[config.mk]
export PLATFORM = sky130hd
export DESIGN_NAME = csr_access_ctrl
export DESIGN_NICKNAME = d
export VERILOG_FILES = /design/src/rtl/csr_access_ctrl.sv
export SDC_FILE = /design/constraint.sdc
export NUM_CORES = 1
export LEC_CHECK = 0
export ABC_AREA = 1
export BUFFER_PORTS_ARGS = -buffer_cell sky130_fd_sc_hd__buf_2
export CAP_MARGIN = 20
export CORE_MARGIN = 3
export CORE_UTILIZATION = 48
export CTS_CLUSTER_SIZE = 40
export DETAILED_ROUTE_END_ITERATION = 8
export PLACE_DENSITY = 0.79
export SLEW_MARGIN = 25
export SYNTH_ARGS = -nofsm -noshare
export SYNTH_HDL_FRONTEND = slang
export SYNTH_SLANG_ARGS = --single-unit
[constraint.sdc]
create_clock -name clk -period 2 [get_ports clk]
set_input_delay 0.3 -clock clk [delete_from_list [all_inputs] [get_ports clk]]
set_output_delay 0.3 -clock clk [all_outputs]
set_load 0.02 [all_outputs]
[src/rtl/csr_access_ctrl.sv]
// CSR access sequencer: runs CSRRW/CSRRS/CSRRC read-modify-write and ECALL/MRET trap steps against the CSR file.
// Latency accept->rsp_valid: 2 cycles (no write) / 3 cycles (write); holds one request, req_ready low until response taken.
module csr_access_ctrl #(
  parameter int XLEN   = 32,
  parameter int CSR_AW = 12
) (
  input  logic              clk,
  input  logic              rst,
  input  logic              req_valid,
  output logic              req_ready,
  input  logic [2:0]        req_op,
  input  logic [CSR_AW-1:0] req_csr,
  input  logic [XLEN-1:0]   req_src,
  input  logic [XLEN-1:0]   req_pc,
  output logic [CSR_AW-1:0] csr_rd_reg,
  input  logic [XLEN-1:0]   csr_rd_bus,
  output logic              csr_wr_en,
  output logic              csr_wr_set,
  output logic [CSR_AW-1:0] csr_wr_reg,
  output logic [XLEN-1:0]   csr_wr_bus,
  output logic              csr_ecall,
  output logic [XLEN-1:0]   csr_pc,
  input  logic [XLEN-1:0]   csr_mtvec,
  input  logic [XLEN-1:0]   csr_mepc,
  output logic              rsp_valid,
  input  logic              rsp_ready,
  output logic [XLEN-1:0]   rsp_rdata,
  output logic              rsp_redirect,
  output logic [XLEN-1:0]   rsp_target,
  output logic              rsp_illegal
);

  localparam logic [2:0] OP_CSRRW = 3'd0;
  localparam logic [2:0] OP_CSRRS = 3'd1;
  localparam logic [2:0] OP_CSRRC = 3'd2;
  localparam logic [2:0] OP_ECALL = 3'd3;
  localparam logic [2:0] OP_MRET  = 3'd4;

  localparam logic [CSR_AW-1:0] A_MSTATUS = CSR_AW'(12'h300);
  localparam logic [CSR_AW-1:0] A_MTVEC   = CSR_AW'(12'h305);
  localparam logic [CSR_AW-1:0] A_MEPC    = CSR_AW'(12'h341);
  localparam logic [CSR_AW-1:0] A_MCAUSE  = CSR_AW'(12'h342);

  typedef enum logic [1:0] {
    S_IDLE  = 2'd0,
    S_READ  = 2'd1,
    S_WRITE = 2'd2,
    S_RESP  = 2'd3
  } state_t;

  state_t            r_state;
  state_t            w_next_state;
  logic [2:0]        r_op;
  logic [CSR_AW-1:0] r_csr;
  logic [XLEN-1:0]   r_src;
  logic [XLEN-1:0]   r_pc;
  logic [XLEN-1:0]   r_old;
  logic [XLEN-1:0]   r_target;
  logic              r_redirect;
  logic              r_illegal;

  logic              w_accept;
  logic              w_rmw_op;
  logic              w_csr_impl;
  logic              w_need_write;

  assign w_accept   = (r_state == S_IDLE) && req_valid;
  assign w_rmw_op   = (r_op == OP_CSRRW) || (r_op == OP_CSRRS) || (r_op == OP_CSRRC);
  assign w_csr_impl = (r_csr == A_MSTATUS) || (r_csr == A_MTVEC) ||
                      (r_csr == A_MEPC)    || (r_csr == A_MCAUSE);
  // Set/clear with a zero mask is a pure read, so no write cycle is spent.
  assign w_need_write = w_rmw_op && w_csr_impl &&
                        ((r_op == OP_CSRRW) || (r_src != '0));

  always_ff @(posedge clk or negedge rst) begin
    if (!rst) begin
      r_state <= S_IDLE;
    end else begin
      r_state <= w_next_state;
    end
  end

  always_comb begin
    w_next_state = r_state;
    case (r_state)
      S_IDLE:  if (req_valid) w_next_state = S_READ;
      S_READ:  w_next_state = w_need_write ? S_WRITE : S_RESP;
      S_WRITE: w_next_state = S_RESP;
      S_RESP:  if (rsp_ready) w_next_state = S_IDLE;
      default: w_next_state = S_IDLE;
    endcase
  end

  always_ff @(posedge clk or negedge rst) begin
    if (!rst) begin
      r_op       <= '0;
      r_csr      <= '0;
      r_src      <= '0;
      r_pc       <= '0;
      r_old      <= '0;
      r_target   <= '0;
      r_redirect <= 1'b0;
      r_illegal  <= 1'b0;
    end else if (w_accept) begin
      r_op       <= req_op;
      r_csr      <= req_csr;
      r_src      <= req_src;
      r_pc       <= req_pc;
      r_old      <= '0;
      r_target   <= '0;
      r_redirect <= 1'b0;
      r_illegal  <= 1'b0;
    end else if (r_state == S_READ) begin
      r_old <= csr_rd_bus;
      case (r_op)
        OP_CSRRW, OP_CSRRS, OP_CSRRC: r_illegal <= !w_csr_impl;
        OP_ECALL: begin
          r_target   <= csr_mtvec;
          r_redirect <= 1'b1;
        end
        OP_MRET: begin
          r_target   <= csr_mepc;
          r_redirect <= 1'b1;
        end
        default: r_illegal <= 1'b1;
      endcase
    end
  end

  always_comb begin
    req_ready    = 1'b0;
    csr_rd_reg   = '0;
    csr_wr_en    = 1'b0;
    csr_wr_set   = 1'b0;
    csr_wr_reg   = '0;
    csr_wr_bus   = '0;
    csr_ecall    = 1'b0;
    csr_pc       = '0;
    rsp_valid    = 1'b0;
    rsp_rdata    = '0;
    rsp_redirect = 1'b0;
    rsp_target   = '0;
    rsp_illegal  = 1'b0;
    case (r_state)
      S_IDLE: req_ready = 1'b1;
      S_READ: begin
        csr_rd_reg = r_csr;
        if (r_op == OP_ECALL) begin
          csr_ecall = 1'b1;
          csr_pc    = r_pc;
        end
      end
      S_WRITE: begin
        csr_wr_en  = 1'b1;
        csr_wr_reg = r_csr;
        // The CSR file only overwrites or ORs, so clear is resolved here from the read value.
        case (r_op)
          OP_CSRRS: begin
            csr_wr_set = 1'b1;
            csr_wr_bus = r_src;
          end
          OP_CSRRC: csr_wr_bus = r_old & ~r_src;
          default:  csr_wr_bus = r_src;
        endcase
      end
      S_RESP: begin
        rsp_valid    = 1'b1;
        rsp_rdata    = w_rmw_op ? r_old : '0;
        rsp_redirect = r_redirect;
        rsp_target   = r_redirect ? r_target : '0;
        rsp_illegal  = r_illegal;
      end
      default: req_ready = 1'b0;
    endcase
  end

endmodule

=== Yosys cells after proc, flatten, opt, wreduce, memory -nomap -nowiden ===
Cells that the tools add are included.

* Output and inout port bits: 159
* Logic and storage cells: 81
* Input bits: 179
* Register bits after elaboration: 147

* Reduce and logical (&&, ||, !) cells: 22
* Bitwise logic cells: 2
* Equality and inequality tests: 14
* Mux-type cells: 34

{| class="wikitable"
|+ Operator list
! cell !! number
|-
| $mux W32 || 12
|-
| $pmux W32 S2 || 1
|-
| $eq A12 B10 Y1 const B || 4
|-
| $and A32 B32 Y32 || 1
|-
| $not A32 Y32 || 1
|-
| $reduce_bool A32 Y1 || 1
|-
| $mux W12 || 2
|-
| $mux W1 || 15
|-
| $pmux W2 S4 || 1
|-
| $reduce_and A2 Y1 || 4
|-
| $eq A3 B2 Y1 const B || 2
|-
| $logic_or A1 B1 Y1 || 6
|-
| $eq A2 B2 Y1 const B || 2
|-
| $mux W2 || 2
|-
| $ne A2 B2 Y1 const B || 2
|-
| $reduce_bool A2 Y1 || 2
|-
| $eq A3 B1 Y1 const B || 1
|-
| $eq A3 B3 Y1 const B || 1
|-
| $logic_and A1 B1 Y1 || 3
|-
| $logic_not A3 Y1 || 1
|-
| $reduce_bool A3 Y1 || 1
|-
| $reduce_or A3 Y1 || 1
|-
| $eq A2 B1 Y1 const B || 1
|-
| $logic_not A2 Y1 || 1
|-
| 4 further kinds || 4
|}

=== Logic depth before layout (Yosys ltp) ===
Gate-level depths: netlist of the first run.

* Depth in word-level cells: 8
* Mapped depth: 10
* Mapped depth without buffers: 10

=== Worst setup path after synthesis of the first run ===
No wires, ideal clock.

* Path kind: reg2out
* Start: reg r_state[0]
* End: out csr_wr_bus[13]
* Path buffers: 0
* Required time: 1.700 ns
* Slack: 0.152 ns
* Stages on the path, launching flop included: 5
* Arrival: 1.548 ns
* Cells stage by stage: dfrtp_1 -> inv_1 -> ha_1 -> inv_1 -> a211oi_1

* Word-level cells in the longest chain between the ends: 2

{| class="wikitable"
|+ RTL lines
! item !! line !! source
|-
| start: declaration || 51 || <nowiki>state_t r_state;</nowiki>
|-
| start signal: assignment || 79 || <nowiki>r_state <= w_next_state;</nowiki>
|-
| $eq A2 B2 Y1 || 144 || <nowiki>case (r_state)</nowiki>
|-
| $mux W32 || 144 ||
|-
| end: declaration || 20 || <nowiki>output logic [XLEN-1:0] csr_wr_bus,</nowiki>
|}

Every way passes these cells.

=== Final worst setup path of the first run ===
* Start: reg r_state[1]
* End: out csr_wr_bus[16]

Same word-level chain as after synthesis.

==> tab_implementation.tex, run 1 <==
\begin{tabular}{lr}
\hline
Metric & Value \\
\hline
\multicolumn{2}{l}{\textbf{Synth}} \\
Most used flip-flop cell after synthesis & sky130\_fd\_sc\_hd\_\_dfrtp\_1 \\
Share of the synthesized netlist area taken by xor and xnor gates & 0 \\
Post-synthesis average cell area & 8.81 um\^{}2 \\
Portion of the post-synthesis area used by sequential elements & 0.483 \\
Adder and majority cell fraction of the synthesized area & 0.00658 \\
Main combinational cell family by area after synthesis & compound AO/OA/AOI/OAI gates \\
Syn nets & 1047 \\
Cell count after synthesis & 864 \\
Share of synthesized flip-flops with an asynchronous set or reset & 1.00 \\
Count of distinct cell types in the synthesized netlist & 25 \\
Post-synthesis compound-gate area fraction & 0.167 \\
Total of flip-flops plus latches after synthesis & 147 \\
Post-synthesis mux area share & 0.0953 \\
Synthesized-area fraction occupied by and/or/nand/nor cells & 0.142 \\
Post-synthesis cell area & around 0.0076 mm\^{}2 \\
Total number of yosys warnings & 0 \\
Number of synthesized flops with an enable pin & 0 \\
\multicolumn{2}{l}{\textbf{STA}} \\
Number of max-slew violations in the final report & 0 \\
Tightest Pin Transition & roughly 0.39 ns \\
Fraction of the cycle the final worst path needs & 1.02 \\
Worst setup slack after layout & -0.0393 ns \\
Minimum clock period & 2.04 ns \\
RSZ-0062 raised after global routing & yes \\
Number of setup violations in the final report & 4 \\
Number of hold violations in the final report & 0 \\
Worst-case clock skew & 0.0137 ns \\
Max Clk Rate & 490 MHz \\
Max transition margin & 0.741 \\
Final worst hold slack & 0.117 ns \\
\multicolumn{2}{l}{\textbf{Placement}} \\
Place WS & 0.235 ns \\
Instance count after placement with tap cells included & approximately 1400 \\
Final HPWL from detailed placement & about 17000 um \\
Placer congestion estimate & 0.894 \\
Post-place instance area & 0.00969 mm\^{}2 \\
Number of port buffers & 337 \\
\multicolumn{2}{l}{\textbf{Final layout}} \\
Area of all placed cells without fillers & 0.0108 mm\^{}2 \\
Final nets & between 1000 and 1500 \\
Fraction of layout cells with a size suffix above 1 & 0.429 \\
Layout area overhead & 42.1\% \\
Count of antenna diodes in the layout & 0 \\
Post-Layout Cell Count & 1435 \\
\multicolumn{2}{l}{\textbf{Die}} \\
Number of top-level design ports & 338 \\
Die Y & 132 um \\
Placeable core region & 0.0154 mm\^{}2 \\
Area of the die & 0.0174 mm\^{}2 \\
Initial core utilization & 0.495 \\
Floorplan die width & $\sim$130 um \\
Number of core rows & 45 \\
\multicolumn{2}{l}{\textbf{Status}} \\
Failing checks & negative setup slack \\
Result of the run & finished, violations left \\
\multicolumn{2}{l}{\textbf{Clock network}} \\
Cell chosen for the clock root & sky130\_fd\_sc\_hd\_\_clkbuf\_16 \\
Clock insertion delay at the later pin of the skew report & 0.42 ns \\
Total number of H-tree levels & 4 \\
Clock Pin Slew Worst Setup and Hold Paths & 0.06 ns \\
Clk buf depth & 2 \\
Number of buffers created by CTS & 17 \\
Num Clock Sinks & 147 \\
CTS tree & yes \\
\multicolumn{2}{l}{\textbf{Pwr}} \\
Lkg Pwr & between 6 and 7 nW \\
Total design power & about 17 mW \\
Total power density per cell area & 1530 mW/mm\^{}2 \\
Peak supply drop & roughly 0.74 mV \\
\multicolumn{2}{l}{\textbf{Critical path}} \\
Worst EP arrival & 1.74 ns \\
Maximum fanout along the worst path & 6 \\
Required arrival time at the worst endpoint & 1.70 ns \\
CP Launch Type & flip-flop \\
Kind of end point of the critical path & output pin \\
Class of the most critical setup path & flip-flop to output pin \\
\multicolumn{2}{l}{\textbf{Route}} \\
DR pass1 iterations & 5 \\
Met1 WL & between 9000 and 10000 um \\
DR DRC count & 0 \\
Total vias in the final route & between 7000 and 8000 \\
Met2 wirelength from detailed routing & 11900 um \\
Met3 wire length & between 1500 and 2000 um \\
Routed wirelength normalized by instance count & about 17 um \\
Average vias per placed instance & 5.08 \\
Total wire length after detailed routing & 23800 um \\
First-iteration detailed-routing DRC count & 407 \\
Highest metal used & met5 \\
Number of routed nets with antenna violations & 0 \\
\multicolumn{2}{l}{\textbf{Global routing}} \\
Vias in the first global route & 6953 \\
First-pass GRT wire length & 35600 um \\
Grt total ovfl & 0 \\
Antenna violations before repair & 1 \\
Largest net degree at the start of global routing & 76 \\
Global-route total usage across every layer & 0.255 \\
\multicolumn{2}{l}{\textbf{Min path}} \\
Class of the tightest hold or removal check & primary input to flip-flop \\
\multicolumn{2}{l}{\textbf{Run}} \\
Count of max-cap constraint violations & 0 \\
\hline
\end{tabular}
cell usage after synthesis, types with 2 or more instances:
cell | count | area (um^2)
sky130_fd_sc_hd__mux2_2 | 36 | 405
sky130_fd_sc_hd__dfrtp_1 | 147 | 3680
sky130_fd_sc_hd__o22ai_2 | 29 | 363
sky130_fd_sc_hd__nand2_2 | 3 | 18.8
sky130_fd_sc_hd__o21ai_0 | 62 | 310
sky130_fd_sc_hd__a211oi_1 | 6 | 45.0
sky130_fd_sc_hd__o211a_1 | 27 | 270
sky130_fd_sc_hd__inv_1 | 142 | 533
sky130_fd_sc_hd__ha_1 | 4 | 50.1
sky130_fd_sc_hd__buf_2 | 17 | 85.1
sky130_fd_sc_hd__nand2_1 | 53 | 199
sky130_fd_sc_hd__a21oi_1 | 51 | 255
sky130_fd_sc_hd__clkbuf_1 | 24 | 90.1
sky130_fd_sc_hd__nand2_4 | 2 | 22.5
sky130_fd_sc_hd__nor2_1 | 168 | 631
sky130_fd_sc_hd__inv_2 | 4 | 15.0
sky130_fd_sc_hd__nand3_1 | 38 | 190
sky130_fd_sc_hd__buf_6 | 3 | 33.8
sky130_fd_sc_hd__buf_1 | 5 | 18.8
sky130_fd_sc_hd__buf_4 | 4 | 30.0
sky130_fd_sc_hd__o22ai_1 | 4 | 25.0
sky130_fd_sc_hd__mux2i_1 | 32 | 320
registers in the layout, indices dropped and copies added (netlist names):
signal      flops
r_illegal       1
r_redirect      1
r_csr          12
r_op            3
r_state         2
r_target       32
r_src          32
r_old          32
r_pc           32
metrics by stage:
| step | setup TNS [ns] | util |
|---|---|---|
| floorplan | 0 | - |
| global placement | 0 | 0.631 |
| detailed placement | 0 | 0.631 |
| CTS | -0.0382 | 0.679 |
| global route | -2.75 | 0.704 |
| finish | -0.0701 | 0.704 |
worst paths after layout:
check,startpoint,endpoint,slack [ns],depth (start not counted)
setup / recovery,r_state[1],csr_wr_bus[16],-0.04,5
hold / removal,req_src[20],r_src[20],0.12,2
hold reg to reg,r_pc[5],r_pc[5],0.51,2
min in group asynchronous,rst,r_src[27],0.28,2
max in group asynchronous,rst,r_op[1],1.09,3
setup reg to reg,r_state[0],r_csr[10],0.18,7
final cells by class:
type	count	area (um^2)
tap	211	264
inverter	146	559
clock inverter	9	106
clock buffer	22	464
fill	1169	4560
multi-input combinational	518	3320
sequential	147	3680
timing repair buffer	382	2420
repair_timing:
action / 4_1_cts / 5_1_grt
cloned: 0 / 4
hold endpoints to repair: 30 / 0
pin swaps: 6 / 7
resized for setup: 30 / 78
hold buffers: 1 / 0
setup buffers: 8 / 8
endpoints found under the setup margin: 83 / 85
power breakdown:
| group | internal, mW | leakage (nW) | switching (mW) |
|---|---|---|---|
| logic | 3.33 | 4.23 | 4.97 |
| registers | 4.39 | 1.73 | 0.828 |
| clock network | 1.89 | 0.284 | 1.19 |
| total | 9.61 | 6.25 | 6.98 |
layout by cell type (no fill, tap or decap), types with 2 or more instances in the layout:
master,Yosys,layout
sky130_fd_sc_hd__o211a_1,27,27
sky130_fd_sc_hd__mux2i_1,32,32
sky130_fd_sc_hd__nand2_2,3,3
sky130_fd_sc_hd__clkinv_2,0,4
sky130_fd_sc_hd__inv_1,142,139
sky130_fd_sc_hd__nor2_2,1,17
sky130_fd_sc_hd__buf_2,17,288
sky130_fd_sc_hd__nand3_1,38,37
sky130_fd_sc_hd__clkinv_4,0,4
sky130_fd_sc_hd__a211oi_2,0,4
sky130_fd_sc_hd__nand2_8,0,2
sky130_fd_sc_hd__mux2_2,36,36
sky130_fd_sc_hd__buf_12,0,15
sky130_fd_sc_hd__o21ai_0,62,62
sky130_fd_sc_hd__bufinv_16,0,2
sky130_fd_sc_hd__dfrtp_2,0,3
sky130_fd_sc_hd__nand2_4,2,4
sky130_fd_sc_hd__clkbuf_8,0,2
sky130_fd_sc_hd__clkbuf_16,0,20
sky130_fd_sc_hd__dfrtp_1,147,144
sky130_fd_sc_hd__clkbuf_1,24,3
sky130_fd_sc_hd__nor2_4,0,2
sky130_fd_sc_hd__nand2_1,53,49
sky130_fd_sc_hd__nor2_1,168,150
sky130_fd_sc_hd__buf_4,4,68
sky130_fd_sc_hd__o22ai_1,4,4
sky130_fd_sc_hd__buf_6,3,7
sky130_fd_sc_hd__inv_2,4,4
sky130_fd_sc_hd__ha_4,0,3
sky130_fd_sc_hd__a21oi_1,51,50
sky130_fd_sc_hd__o22ai_2,29,29
critical path, stage by stage, from the launching register on:
cell and delay [ns]:
sky130_fd_sc_hd__dfrtp_2 0.40, sky130_fd_sc_hd__buf_6 0.11, sky130_fd_sc_hd__ha_4 0.16, sky130_fd_sc_hd__clkinvlp_4 0.20, sky130_fd_sc_hd__a211oi_2 0.28, sky130_fd_sc_hd__buf_4 0.18
layer usage:
| layer | vias up | global-route usage |
|---|---|---|
| li1 | 3481 | - |
| met1 | 3404 | 0.312 |
| met2 | 351 | 0.435 |
| met3 | 46 | 0.0733 |
| met4 | 2 | 0.0823 |
| met5 | - | 0 |
kinds of logic after synthesis:
kind of cell               count (synthesis)
DFF                                      147
and+or+nand+nor                          267
adders and majority gates                  4
buffers and inverters                    199
muxes                                     68
AOI/OAI and AO/OA                        179
Note: power is estimated with default switching activity, not from simulation.
==> run 2: changes to the inputs <==
Clock period 2 ns to 2.1 ns, I/O delays scaled along.
==> tab_implementation.tex, run 2 (synthesized netlist as in run 1, its figures left out) <==
\begin{tabular}{lr}
\hline
Metric & Value \\
\hline
\multicolumn{2}{l}{\textbf{Pwr}} \\
Peak supply drop & 0.745 mV (about the same) \\
Lkg Pwr & 6.14 nW (-1.8\%) \\
Total power density per cell area & 1490 mW/mm\^{}2 (-3.2\%) \\
\multicolumn{2}{l}{\textbf{Placement}} \\
Placer congestion estimate & 0.868 (-2.9\%) \\
Instance count after placement with tap cells included & 1379 (-0.36\%) \\
Number of port buffers & 337 (unchanged) \\
Final HPWL from detailed placement & 16400 um (-1.5\%) \\
Place WS & 0.297 ns (+0.0614 ns) \\
Post-place instance area & 0.00963 mm\^{}2 (-0.65\%) \\
\multicolumn{2}{l}{\textbf{STA}} \\
Number of hold violations in the final report & 0 (unchanged) \\
Tightest Pin Transition & 0.527 ns (+0.138 ns) \\
Number of setup violations in the final report & 29 (+25) \\
Fraction of the cycle the final worst path needs & 1.03 \\
Worst setup slack after layout & -0.0628 ns (-0.0234 ns) \\
Max Clk Rate & approximately 460 MHz \\
Total negative slack for setup checks & -0.445 ns (-0.374 ns) \\
RSZ-0062 raised after global routing & yes \\
Final worst hold slack & 0.133 ns (+0.0162 ns) \\
Minimum clock period & $\sim$2.2 ns \\
Max transition margin & 0.649 (-0.0924) \\
Worst-case clock skew & 0.00633 ns (-0.00741 ns) \\
Number of max-slew violations in the final report & 0 (unchanged) \\
\multicolumn{2}{l}{\textbf{Route}} \\
Average vias per placed instance & 5.07 (about the same) \\
Number of routed nets with antenna violations & 0 (unchanged) \\
DR DRC count & 0 (unchanged) \\
Total wire length after detailed routing & 22600 um (-4.8\%) \\
Total vias in the final route & 7192 (-1.3\%) \\
DR pass1 iterations & 5 (unchanged) \\
First-iteration detailed-routing DRC count & 381 (-6.4\%) \\
Routed wirelength normalized by instance count & 15.9 um (-3.7\%) \\
\multicolumn{2}{l}{\textbf{Die}} \\
Number of top-level design ports & 338 (unchanged) \\
Floorplan die width & 132 um (unchanged) \\
Initial core utilization & 0.495 (unchanged) \\
Area of the die & 0.0174 mm\^{}2 (unchanged) \\
Number of core rows & 45 (unchanged) \\
Placeable core region & 0.0154 mm\^{}2 (unchanged) \\
Die Y & 132 um (unchanged) \\
\multicolumn{2}{l}{\textbf{Global routing}} \\
Antenna violations before repair & 0 (-1) \\
First-pass GRT wire length & 34700 um (-2.4\%) \\
Largest net degree at the start of global routing & 59 (-22\%) \\
Vias in the first global route & 6974 (+0.30\%) \\
Global-route total usage across every layer & 0.248 (-0.00701) \\
Grt total ovfl & 0 (unchanged) \\
\multicolumn{2}{l}{\textbf{Clock network}} \\
CTS tree & yes \\
Cell chosen for the clock root & sky130\_fd\_sc\_hd\_\_clkbuf\_16 \\
Clock insertion delay at the later pin of the skew report & 0.41 ns (about the same) \\
Clock Pin Slew Worst Setup and Hold Paths & 0.06 ns (about the same) \\
Num Clock Sinks & 147 (unchanged) \\
Number of buffers created by CTS & 17 (unchanged) \\
Clk buf depth & 2 (unchanged) \\
Total number of H-tree levels & 4 (unchanged) \\
\multicolumn{2}{l}{\textbf{Final layout}} \\
Fraction of layout cells with a size suffix above 1 & 0.399 (-0.0301) \\
Highest-count cells in the layout ignoring fill and taps & sky130\_fd\_sc\_hd\_\_buf\_2 (330), sky130\_fd\_sc\_hd\_\_nor2\_1 (167), sky130\_fd\_sc\_hd\_\_dfrtp\_1 (146) \\
Final nets & 1376 (-1.4\%) \\
Area of all placed cells without fillers & 0.0104 mm\^{}2 (-3.6\%) \\
Final-layout fill cell count & 1226 (+4.9\%) \\
Post-Layout Cell Count & 1418 (-1.2\%) \\
Layout area overhead & 37.0\% \\
Commonest non-fill, non-tap cell in the layout & sky130\_fd\_sc\_hd\_\_buf\_2 \\
\multicolumn{2}{l}{\textbf{Min path}} \\
Class of the tightest hold or removal check & primary input to flip-flop \\
\multicolumn{2}{l}{\textbf{Critical path}} \\
Worst EP arrival & 1.85 ns (+0.11 ns) \\
Critical-path top delay cell & sky130\_fd\_sc\_hd\_\_dfrtp\_1 \\
Worst-path cell chain & ha\_2 > nand2\_1 > buf\_12 > nor2\_1 > buf\_2 \\
Sum of buffers and inverters on the critical path & 2 (-1) \\
Maximum fanout along the worst path & 32 (+26) \\
Class of the most critical setup path & flip-flop to output pin \\
Kind of end point of the critical path & output pin \\
Required arrival time at the worst endpoint & 1.78 ns (+0.08 ns) \\
Largest delay share family, worst path & flip-flops \\
Slowest stage delay, CP & 0.47 ns (+0.07 ns) \\
CP Launch Type & flip-flop \\
\multicolumn{2}{l}{\textbf{Status}} \\
Result of the run & finished, violations left \\
Failing checks & negative setup slack \\
\multicolumn{2}{l}{\textbf{Run}} \\
Count of max-cap constraint violations & 0 (unchanged) \\
\hline
\end{tabular}
run 2: cell types whose count changed in the layout (fill, tap and decap cells not counted), sizes merged:
cell | before | now
buf | 378 | 362
bufinv | 2 | 4
clkbuf | 25 | 24
clkinv | 8 | 5
diode | 0 | 1
run 2: cell type report:
cell class                 instances  area (um^2)  share of cell area
antenna                            1         2.50            0.000240
timing repair buffer             363         2060               0.198
tap                              211          264              0.0253
sequential                       147         3680               0.353
multi-input combinational        518         3220               0.309
inverter                         146          557              0.0534
clock inverter                     8          148              0.0142
clock buffer                      24          492              0.0472
run 2: per-stage QoR:
step	power (mW)	utilization
floorplan	9.78	-
global placement	11.8	0.626
detailed placement	12.0	0.626
CTS	15.4	0.672
global route	16.5	0.678
finish	15.5	0.678
run 2: power by group:
part | total (mW) | internal, mW | leakage, nW | switching, mW
Clock | 3.27 | 2.12 | 0.314 | 1.15
Sequential | 4.89 | 4.17 | 1.74 | 0.718
Combinational | 7.33 | 2.79 | 4.09 | 4.53
Total | 15.5 | 9.09 | 6.14 | 6.40
run 2: worst paths after layout:
check / start / endpoint / slack (ns) / cells after the start
setup / recovery: r_state[1] / rsp_rdata[2] / -0.06 / 5
hold / removal: req_src[27] / r_src[27] / 0.13 / 2
hold reg to reg: r_pc[25] / r_pc[25] / 0.51 / 2
min in group asynchronous: rst / r_target[5] / 0.37 / 2
setup reg to reg: r_state[1] / r_target[31] / 0.17 / 6
max in group asynchronous: rst / r_pc[15] / 1.07 / 3
run 2: repair_timing:
action	in CTS	in global routing
gates resized for setup	10	16
setup endpoints to repair	34	69
hold buffers	1	0
setup buffers	2	3
pin swaps	1	5
endpoints found under the hold margin	32	0
run 2: metal layers:
layer / up-vias / share of wire / GRT usage
met5: - / 0 / 0
met4: 0 / 0.028 / 0.0881
met3: 45 / 0.081 / 0.0676
met2: 320 / 0.49 / 0.424
met1: 3396 / 0.40 / 0.301
li1: 3431 / - / -
==> run 3: changes to the inputs <==
Settings changed: CELL_PAD_IN_SITES_DETAIL_PLACEMENT from default to 0, CELL_PAD_IN_SITES_GLOBAL_PLACEMENT from default to 2, CORE_UTILIZATION 48 to 27, HOLD_SLACK_MARGIN from default to 0.02, PLACE_DENSITY 0.79 to 0.8.
==> tab_implementation.tex, run 3 (synthesized netlist as in run 1, its figures left out) <==
\begin{tabular}{lr}
\hline
Metric & Value \\
\hline
\multicolumn{2}{l}{\textbf{Status}} \\
Result of the run & finished, final reports clean \\
\multicolumn{2}{l}{\textbf{Clock network}} \\
Num Clock Sinks & 147 (unchanged) \\
Cell chosen for the clock root & sky130\_fd\_sc\_hd\_\_clkbuf\_16 \\
CTS tree & yes \\
Total number of H-tree levels & 4 (unchanged) \\
Clock insertion delay at the later pin of the skew report & 0.42 ns (about the same) \\
Clock Pin Slew Worst Setup and Hold Paths & 0.07 ns (about the same) \\
Number of buffers created by CTS & 17 (unchanged) \\
Clk buf depth & 2 (unchanged) \\
\multicolumn{2}{l}{\textbf{Die}} \\
Number of core rows & 60 (+33\%) \\
Floorplan die width & 174 um (+32\%) \\
Placeable core region & 0.0273 mm\^{}2 (+78\%) \\
Initial core utilization & 0.279 (-0.217) \\
Die Y & 174 um (+32\%) \\
Area of the die & 0.0302 mm\^{}2 (+74\%) \\
Number of top-level design ports & 338 (unchanged) \\
\multicolumn{2}{l}{\textbf{Route}} \\
Average vias per placed instance & 4.43 (-13\%) \\
Total wire length after detailed routing & 26700 um (+18\%) \\
DR pass1 iterations & 5 (unchanged) \\
Routed wirelength normalized by instance count & 16.8 um (+5.1\%) \\
DR DRC count & 0 (unchanged) \\
First-iteration detailed-routing DRC count & 366 (-3.9\%) \\
Total vias in the final route & 7054 (-1.9\%) \\
Number of routed nets with antenna violations & 0 (unchanged) \\
\multicolumn{2}{l}{\textbf{Final layout}} \\
Area of all placed cells without fillers & 0.0111 mm\^{}2 (+6.6\%) \\
Count of antenna diodes in the layout & 0 (-1) \\
Highest-count cells in the layout ignoring fill and taps & sky130\_fd\_sc\_hd\_\_buf\_2 (279), sky130\_fd\_sc\_hd\_\_nor2\_1 (157), sky130\_fd\_sc\_hd\_\_dfrtp\_1 (146) \\
Fraction of layout cells with a size suffix above 1 & 0.418 (+0.0193) \\
Final nets & 1393 (+1.2\%) \\
Layout area overhead & 46.0\% \\
Commonest non-fill, non-tap cell in the layout & sky130\_fd\_sc\_hd\_\_buf\_2 \\
\multicolumn{2}{l}{\textbf{Critical path}} \\
Slowest stage delay, CP & 0.43 ns (-0.04 ns) \\
Maximum fanout along the worst path & 6 (-81\%) \\
Reg2reg setup slack & 0.15 ns (-0.02 ns) \\
Required arrival time at the worst endpoint & 1.78 ns (about the same) \\
CP Launch Type & flip-flop \\
Worst EP arrival & 1.75 ns (-0.10 ns) \\
Worst-path cell chain & inv\_2 > ha\_4 > clkinvlp\_4 > buf\_12 > a211oi\_4 > buf\_6 \\
Class of the most critical setup path & flip-flop to output pin \\
Kind of end point of the critical path & output pin \\
Critical-path top delay cell & sky130\_fd\_sc\_hd\_\_dfrtp\_1 \\
\multicolumn{2}{l}{\textbf{Pwr}} \\
Total net switching power & 6.81 mW (+6.5\%) \\
Total design power & 16.2 mW (+4.9\%) \\
Peak supply drop & 0.757 mV (+1.7\%) \\
Clock power share & 0.197 (-0.014) \\
Switching share of power & 0.419 (+0.00627) \\
Internal & 9.43 mW (+3.7\%) \\
Sequential cell fraction of total power & 0.300 (-0.016) \\
Lkg Pwr & 6.28 nW (+2.3\%) \\
Total power density per cell area & 1460 mW/mm\^{}2 (-1.6\%) \\
Share of total power in combinational logic & 0.503 (+0.030) \\
\multicolumn{2}{l}{\textbf{Placement}} \\
Placer congestion estimate & 0.770 (-11\%) \\
Number of port buffers & 337 (unchanged) \\
Final HPWL from detailed placement & 18700 um (+14\%) \\
Post-place instance area & 0.00989 mm\^{}2 (+2.7\%) \\
\multicolumn{2}{l}{\textbf{STA}} \\
Max transition margin & 0.732 (+0.0836) \\
RSZ-0062 raised after global routing & yes \\
Minimum clock period & 2.06 ns (-0.0979 ns) \\
Worst-case clock skew & 0.00950 ns (+0.00317 ns) \\
Fraction of the cycle the final worst path needs & 0.983 (-0.0466) \\
Tightest Pin Transition & 0.402 ns (-0.125 ns) \\
Max Clk Rate & 484 MHz (+4.7\%) \\
Number of setup violations in the final report & 0 (-100\%) \\
Number of max-slew violations in the final report & 0 (unchanged) \\
Number of hold violations in the final report & 0 (unchanged) \\
Total negative slack for setup checks & 0 ns (+0.445 ns) \\
\multicolumn{2}{l}{\textbf{Global routing}} \\
Global-route total usage across every layer & 0.172 (-0.0759) \\
Antenna violations before repair & 2 (+2) \\
First-pass GRT wire length & 41400 um (+19\%) \\
Largest net degree at the start of global routing & 51 (-14\%) \\
Grt total ovfl & 0 (unchanged) \\
Vias in the first global route & 7371 (+5.7\%) \\
\multicolumn{2}{l}{\textbf{Min path}} \\
Class of the tightest hold or removal check & primary input to flip-flop \\
\multicolumn{2}{l}{\textbf{Run}} \\
Count of max-cap constraint violations & 0 (unchanged) \\
\hline
\end{tabular}
-- run 3: per-layer routing --
layer	vias up	GRT usage	wire, um
met5	-	0	7
li1	3470	-	-
met1	3318	0.216	11500
met3	20	0.0555	1980
met2	244	0.293	12900
met4	2	0.0305	242
-- run 3: cell type report --
| type | instances | area, um^2 |
|---|---|---|
| clock buffer | 19 | 443 |
| clock inverter | 12 | 170 |
| fill | 2891 | 16200 |
| inverter | 146 | 557 |
| multi-input combinational | 518 | 3290 |
| sequential | 147 | 3680 |
| tap | 372 | 465 |
| timing repair buffer | 380 | 2510 |
-- run 3: worst paths after layout --
kind                             start              to  cells after the start
hold / removal             req_src[24]       r_src[24]                      2
setup / recovery            r_state[0]  csr_wr_bus[17]                      6
hold reg to reg                r_pc[4]         r_pc[4]                      2
min in group asynchronous          rst        r_pc[10]                      2
max in group asynchronous          rst        r_src[9]                      3
setup reg to reg            r_state[0]        r_csr[6]                      6
-- run 3: through the flow --
stage	hold slack, ns	util	instances	setup slack, ns
after floorplan	0.0194	-	864	0.237
after global placement	0.259	0.362	1545	0.219
after detailed placement	0.257	0.362	1545	0.203
after CTS	0.0952	0.398	1589	-0.0455
after global routing	0.0863	0.407	1594	-0.0497
final	0.120	0.407	1594	0.0352
-- run 3: power by group through the flow --
| stage | Combinational (mW) | Sequential, mW | Clock, mW |
|---|---|---|---|
| floorplan | 5.09 | 4.69 | 0 |
| global route | 8.97 | 5.04 | 3.45 |
| CTS | 7.97 | 4.86 | 3.32 |
| global placement | 7.30 | 4.87 | 0 |
| detailed placement | 7.40 | 4.91 | 0 |
| finish | 8.17 | 4.87 | 3.20 |
-- run 3: worst max-delay path: cells and delay by family, from the launching register on --
family,cells,cell delay (ns)
buffers and inverters,4,0.51
DFF,1,0.43
AOI/OAI and AO/OA,1,0.22
adders and majority gates,1,0.17
-- run 3: repair_timing --
item	4_1_cts	5_1_grt
endpoints found under the setup margin	62	141
hold buffers	1	0
pin swaps	7	4
endpoints found under the hold margin	35	0
gates cloned	3	2
resized for setup	51	64
setup buffers	9	4
